File: src/rtl/uart_tx_fifo_if.sv
// Write-side handshake and status bundle of the FIFO-fed UART transmitter.
// The bench or host drives the master side; the transmitter uses the slave side.
interface uart_tx_fifo_if #(
  parameter int DATA_WIDTH = 8,
  parameter int DEPTH      = 4
);
  logic                         enable;
  logic [DATA_WIDTH-1:0]        i_data;
  logic                         o_full;
  logic                         o_overflow;
  logic [$clog2(DEPTH+1)-1:0]   o_level;
  logic                         o_busy;
  logic                         serial_out;

  modport master (
    output enable, i_data,
    input  o_full, o_overflow, o_level, o_busy, serial_out
  );

  modport slave (
    input  enable, i_data,
    output o_full, o_overflow, o_level, o_busy, serial_out
  );
endinterface

File: src/rtl/uart_tx_fifo.sv
// UART transmitter fed by a DEPTH-entry FIFO; frames are start, data LSB first,
// optional parity, then stop bits. Queued words leave back-to-back.
//
//  state | meaning
//  IDLE  | line held high, waiting for a queued word
//  SHIFT | a frame is on the line, one bit per CLOCKS_PER_BIT cycles
module uart_tx_fifo #(
  parameter int DATA_WIDTH     = 8,
  parameter int PARITY_MODE    = 1,
  parameter int STOP_BITS      = 1,
  parameter int CLOCKS_PER_BIT = 8,
  parameter int DEPTH          = 4
) (
  input  logic           clk,
  input  logic           reset,
  uart_tx_fifo_if.slave  bus
);
  localparam int NBITS = 1 + DATA_WIDTH + ((PARITY_MODE != 0) ? 1 : 0) + STOP_BITS;
  localparam int CW    = $clog2(CLOCKS_PER_BIT);
  localparam int BCW   = $clog2(NBITS);
  localparam int AW    = $clog2(DEPTH);
  localparam int LW    = $clog2(DEPTH + 1);

  typedef enum logic {IDLE, SHIFT} state_t;

  state_t                state;
  logic [DATA_WIDTH-1:0] mem [DEPTH];
  logic [AW-1:0]         wr_ptr;
  logic [AW-1:0]         rd_ptr;
  logic [LW-1:0]         level;
  logic                  overflow;
  logic                  line;
  logic [NBITS-2:0]      shreg;
  logic [CW-1:0]         baud_cnt;
  logic [BCW-1:0]        bit_cnt;

  logic                  full;
  logic                  have_word;
  logic                  push;
  logic                  pop;
  logic                  baud_tc;
  logic                  last_bit;
  logic [NBITS-1:0]      frame_next;

  function automatic logic [NBITS-1:0] build_frame(input logic [DATA_WIDTH-1:0] d);
    logic [NBITS-1:0] f;
    f = '1;
    f[0] = 1'b0;
    f[DATA_WIDTH:1] = d;
    if (PARITY_MODE == 1)
      f[DATA_WIDTH+1] = ^d;
    else if (PARITY_MODE == 2)
      f[DATA_WIDTH+1] = ~^d;
    return f;
  endfunction

  assign full       = (level == LW'(DEPTH));
  assign have_word  = (level != '0);
  assign push       = bus.enable && !full;
  assign baud_tc    = (baud_cnt == CW'(CLOCKS_PER_BIT - 1));
  assign last_bit   = (bit_cnt == BCW'(NBITS - 1));
  // Pop either from idle or on the final edge of the last stop bit, so
  // consecutive frames have no idle cycle between them.
  assign pop        = have_word && ((state == IDLE) || (baud_tc && last_bit));
  assign frame_next = build_frame(mem[rd_ptr]);

  always_ff @(posedge clk) begin
    if (push)
      mem[wr_ptr] <= bus.i_data;
  end

  always_ff @(posedge clk) begin
    if (reset) begin
      wr_ptr   <= '0;
      rd_ptr   <= '0;
      level    <= '0;
      overflow <= 1'b0;
    end else begin
      overflow <= bus.enable && full;
      if (push)
        wr_ptr <= wr_ptr + AW'(1);
      if (pop)
        rd_ptr <= rd_ptr + AW'(1);
      case ({push, pop})
        2'b10:   level <= level + LW'(1);
        2'b01:   level <= level - LW'(1);
        default: level <= level;
      endcase
    end
  end

  always_ff @(posedge clk) begin
    if (reset) begin
      state    <= IDLE;
      line     <= 1'b1;
      shreg    <= '1;
      baud_cnt <= '0;
      bit_cnt  <= '0;
    end else begin
      case (state)
        IDLE: begin
          line <= 1'b1;
          if (pop) begin
            line     <= frame_next[0];
            shreg    <= frame_next[NBITS-1:1];
            baud_cnt <= '0;
            bit_cnt  <= '0;
            state    <= SHIFT;
          end
        end
        SHIFT: begin
          if (baud_tc) begin
            baud_cnt <= '0;
            if (last_bit) begin
              if (pop) begin
                line    <= frame_next[0];
                shreg   <= frame_next[NBITS-1:1];
                bit_cnt <= '0;
              end else begin
                line  <= 1'b1;
                state <= IDLE;
              end
            end else begin
              line    <= shreg[0];
              shreg   <= shreg >> 1;
              bit_cnt <= bit_cnt + BCW'(1);
            end
          end else begin
            baud_cnt <= baud_cnt + CW'(1);
          end
        end
        default: state <= IDLE;
      endcase
    end
  end

  assign bus.o_full     = full;
  assign bus.o_overflow = overflow;
  assign bus.o_level    = level;
  assign bus.o_busy     = (state == SHIFT) || have_word;
  assign bus.serial_out = line;
endmodule

File: src/flat_wrapper.sv
// flat-port wrapper written by rule: the top's interface ports become plain ports
module uart_tx_fifo_flat 
#(
  parameter int DATA_WIDTH     = 8,
  parameter int PARITY_MODE    = 1,
  parameter int STOP_BITS      = 1,
  parameter int CLOCKS_PER_BIT = 8,
  parameter int DEPTH          = 4
)
  (clk, reset, bus_enable, bus_i_data, bus_o_full, bus_o_overflow, bus_o_level, bus_o_busy, bus_serial_out);
  uart_tx_fifo_if #(.DATA_WIDTH(DATA_WIDTH), .DEPTH(DEPTH)) bus_i ();
  input  logic clk;
  input  logic reset;
  input wire logic [$bits(bus_i.enable)-1:0] bus_enable;
  input wire logic [$bits(bus_i.i_data)-1:0] bus_i_data;
  output wire logic [$bits(bus_i.o_full)-1:0] bus_o_full;
  output wire logic [$bits(bus_i.o_overflow)-1:0] bus_o_overflow;
  output wire logic [$bits(bus_i.o_level)-1:0] bus_o_level;
  output wire logic [$bits(bus_i.o_busy)-1:0] bus_o_busy;
  output wire logic [$bits(bus_i.serial_out)-1:0] bus_serial_out;
  assign bus_i.enable = bus_enable;
  assign bus_i.i_data = bus_i_data;
  assign bus_o_full = bus_i.o_full;
  assign bus_o_overflow = bus_i.o_overflow;
  assign bus_o_level = bus_i.o_level;
  assign bus_o_busy = bus_i.o_busy;
  assign bus_serial_out = bus_i.serial_out;
  uart_tx_fifo #(.DATA_WIDTH(DATA_WIDTH), .PARITY_MODE(PARITY_MODE), .STOP_BITS(STOP_BITS), .CLOCKS_PER_BIT(CLOCKS_PER_BIT), .DEPTH(DEPTH)) u_core (.clk(clk), .reset(reset), .bus(bus_i));
endmodule
File: config.mk
export PLATFORM = sky130hd
export DESIGN_NAME = uart_tx_fifo_flat
export DESIGN_NICKNAME = d
export VERILOG_FILES = /design/src/rtl/uart_tx_fifo_if.sv /design/src/rtl/uart_tx_fifo.sv /design/src/flat_wrapper.sv
export SDC_FILE = /design/constraint.sdc
export NUM_CORES = 1
export LEC_CHECK = 0
export CAP_MARGIN = 20
export CORE_MARGIN = 10
export CORE_UTILIZATION = 48
export DETAILED_ROUTE_END_ITERATION = 16
export PLACE_DENSITY = 0.73
export SLEW_MARGIN = 20
export SYNTH_ARGS = -nofsm -noshare
export SYNTH_HDL_FRONTEND = slang
export SYNTH_SLANG_ARGS = --single-unit
File: constraint.sdc
create_clock -name clk -period 2.6 [get_ports clk]
set_input_delay 0.26 -clock clk [delete_from_list [all_inputs] [get_ports clk]]
set_output_delay 0.26 -clock clk [all_outputs]
set_load 0.05 [all_outputs]
==> results_dict.tcl <==
set metrics [dict create \
    fin_setup_tns_ns 0 \
    diodes 0 \
    hold_viol 0 \
    holdPathStages 2 \
    holdWs_ns 0.449 \
    num-nets-final 257 \
    relSlewSlack 0.480 \
    synth_top_area_cell "edfxtp_1" \
    synth_edf_count 32 \
    hold_end "u_core.shreg[4]$_SDFFE_PP1P_" \
    r2r_setup_slack_ns 0.26 \
    cts.sinks 61 \
    synthCells 213 \
    syn_to_final_growth_pct 16.2 \
    crit_path_start_kind "register" \
    initial_core_util 0.503 \
    synth.distinct_cells 36 \
    sequentialPowerShare 0.384 \
    synth_top_family_by_area "simple AND/OR/NAND/NOR gates" \
    clkTransAtPathRegs_ns 0.06 \
    synth-adder-area-share 0.0510 \
    via_per_inst 5.21 \
    synth_compound_gate_area_share 0.0938 \
    synthSimpleGateAreaFrac 0.109 \
    powerDensity_nw_per_um2 1130 \
    h-tree-depth 3 \
    fin_skew_ns 0.00672 \
    yosysTopAreaCellShare 0.369 \
    cts_tree "done" \
    port_buffers 17 \
    postRouteAntennaNets 0 \
    synthFlopType "edfxtp_1" \
    p_switching_mw 1.23 \
    worst_pin_slew_ns 0.777 \
    clock_latency_ns 0.34 \
    irDropWorstVdd_mv 0.490 \
    ctsHoldBuffers 0 \
    fin_crit_ns 2.34 \
    p_comb_frac 0.387 \
    die_w_um 93.6 \
    rr_worst_depth 10 \
    syn_area_sq_um 2600 \
    wl_per_cell_um 14.9 \
    grt.met3_usage 0.0328 \
    async_reset_ff_frac 0 \
    yosysSeqAreaShare 0.592 \
    p_leak_nw 1.13 \
    fillers 436 \
    synthMuxAreaShare 0.0731 \
    synth_seq_cells 61 \
    dp_hpwl_mm 3.30 \
    drv_cap 0 \
    min_period_over_period 0.901 \
    use_met2 0.173 \
    setup_violations 0 \
    cts.repair.resized 0 \
    avgSynthCellArea_sq_um 12.2 \
    grt_max_degree 22 \
    synth_nets 234 \
    grtUsageTotal 0.114 \
    drtIter0Drc 106 \
    die_area_sq_um 8770 \
    root_buffer "clkbuf_8" \
    grt-ovfl-total 0 \
    gp_congestion 0.783 \
    required_ns 2.87 \
    postCtsSetupBuffers 0 \
    synth_xor_area_frac 0.0438 \
    rsz0062_at_grt "false" \
    met1_usage 0.141 \
    p_total_mw 3.43 \
    routed_wl_mm 4.63 \
    drc_errors 0 \
    place_ws_ns 0.281 \
    grt_first_pass_wirelength_mm 7.71 \
    r2r-end "u_core.bus.o_level[2]$_SDFFE_PP0P_" \
    synth-warning-count 0 \
    intPower_mw 2.21 \
    synth_area_leaders "edfxtp_1 (37%), dfxtp_1 (22%), mux4_2 (6.9%), ha_1 (4.3%), nand2_1 (3.5%)" \
    grt_pass1_vias 1602 \
    vias 1620 \
    drive_above_1_share 0.116 \
    drt-pass1-iter-count 4 \
    min_from "u_core.shreg[4]$_SDFFE_PP1P_" \
    slew_viol_final 0 \
    clk_path_buf_depth 2 \
    cp.arrival_ns 2.61 \
    busiest_layer "met2" \
    cts-buffers-inserted 9 \
    setup_ws_ns 0.257 \
    place_inst 295 \
    max_freq_mhz 427 \
    pwr-share-clk 0.228 \
    rr_startpoint "u_core.baud_cnt[0]$_SDFFE_PP0P_" \
    io_pins 18 \
    status "completed" \
    cp_max_fo 3 \
    core_region_area_sq_um 5170 \
    sw_frac_of_total 0.357 \
    endpoint_kind "register" \
    num_rows 26 \
    die_h_um 93.6 \
    critPathKind "register to register" \
    fin_cells 311 \
    hp-class "register to register" \
    antenna_found_initial 0 \
]
[layout make-up]
type	instances	area (sq um)	share of cell area
Clock buffer	10	128	0.0422
Tap cell	70	87.6	0.0290
Timing Repair Buffer	23	215	0.0712
Multi-Input combinational cell	132	965	0.319
Clock inverter	6	53.8	0.0178
Inverter	9	33.8	0.0112
Sequential cell	61	1540	0.510
[state kept, by name, summed over array words and instances (netlist names), 2 cells and up, named ones only]
| name | count |
|---|---|
| u_core.wr_ptr | 2 |
| u_core.rd_ptr | 2 |
| u_core.mem | 32 |
| u_core.shreg | 10 |
| u_core.baud_cnt | 3 |
| u_core.bus.o_level | 3 |
| u_core.bit_cnt | 4 |
[power by group through the flow]
stage | logic, mW | registers (mW) | clock network, mW
final | 1.33 | 1.32 | 0.784
after global routing | 1.48 | 1.35 | 0.840
after CTS | 1.35 | 1.32 | 0.802
after detailed placement | 1.34 | 1.34 | 0
after global placement | 1.31 | 1.34 | 0
after floorplan | 0.956 | 1.38 | 0
[cells in the final DEF (no fill, tap or decap), types with 4 or more instances in the layout]
cell type / instances
edfxtp_1: 32
a221oi_1: 8
clkinv_2: 4
clkdlybuf4s50_1: 17
clkbuf_8: 9
ha_1: 9
a21oi_1: 15
mux4_2: 8
nand2_1: 24
buf_4: 6
nor2_1: 22
inv_1: 9
dfxtp_1: 29
xnor2_1: 10
and3_1: 5
[layer usage]
metal | up-vias | wire [um]
met1 | 769 | 2140
met4 | 0 | 51
met3 | 4 | 229
li1 | 813 | -
met2 | 34 | 2210
met5 | - | 0
[cells in the mapped netlist, drive strengths merged (2+ instances only)]
master / instances
nor2: 22
nor3: 2
a221oi: 8
nand2: 24
and3: 5
clkbuf: 6
a21oi: 15
dfxtp: 29
xnor2: 10
ha: 9
edfxtp: 32
buf: 5
inv: 9
a32o: 2
a211o: 2
o21ai: 3
xor2: 3
nand3: 3
mux4: 8
or3: 2
a21o: 3
[worst max-delay path by stage]
stage / endpoint / cells past startpoint / slack, ns / from
2_1_floorplan: u_core.bus.o_level[2]$_SDFFE_PP0P_ / 12 / 0.07 / u_core.baud_cnt[0]$_SDFFE_PP0P_
3_3_place_gp: u_core.bus.o_level[2]$_SDFFE_PP0P_ / 10 / 0.32 / u_core.baud_cnt[0]$_SDFFE_PP0P_
3_5_place_dp: u_core.bus.o_level[2]$_SDFFE_PP0P_ / 10 / 0.28 / u_core.baud_cnt[0]$_SDFFE_PP0P_
4_1_cts: bus_o_busy / 4 / 0.24 / u_core.bus.o_level[0]$_SDFFE_PP0P_
5_1_grt: u_core.bus.o_level[2]$_SDFFE_PP0P_ / 10 / 0.02 / u_core.baud_cnt[0]$_SDFFE_PP0P_
6_report: u_core.bus.o_level[2]$_SDFFE_PP0P_ / 10 / 0.26 / u_core.baud_cnt[0]$_SDFFE_PP0P_
[through the flow]
step	util	instance area, sq um
final	0.585	3020
after global placement	0.550	2840
after global routing	0.585	3020
after detailed placement	0.550	2840
after CTS	0.585	3020
after floorplan	-	2600
[logic make-up after synthesis]
family                   after synthesis
AND/OR/NAND/NOR                       64
flip-flops                            61
AO/OA/AOI/OAI                         36
buffers and inverters                 20
XOR/XNOR                              13
adder cells (fa/ha/maj)               10
multiplexers                           9
[critical path, stage by stage, from the launching register on]
cell	delay (ns)
dfxtp_1	0.35
ha_1	0.15
ha_1	0.15
nand4b_1	0.15
a21oi_1	0.23
ha_1	0.22
inv_1	0.06
fa_1	0.38
xor2_1	0.15
or3_1	0.30
a21oi_1	0.13
No activity file was read; power rests on OpenSTA's default activity.
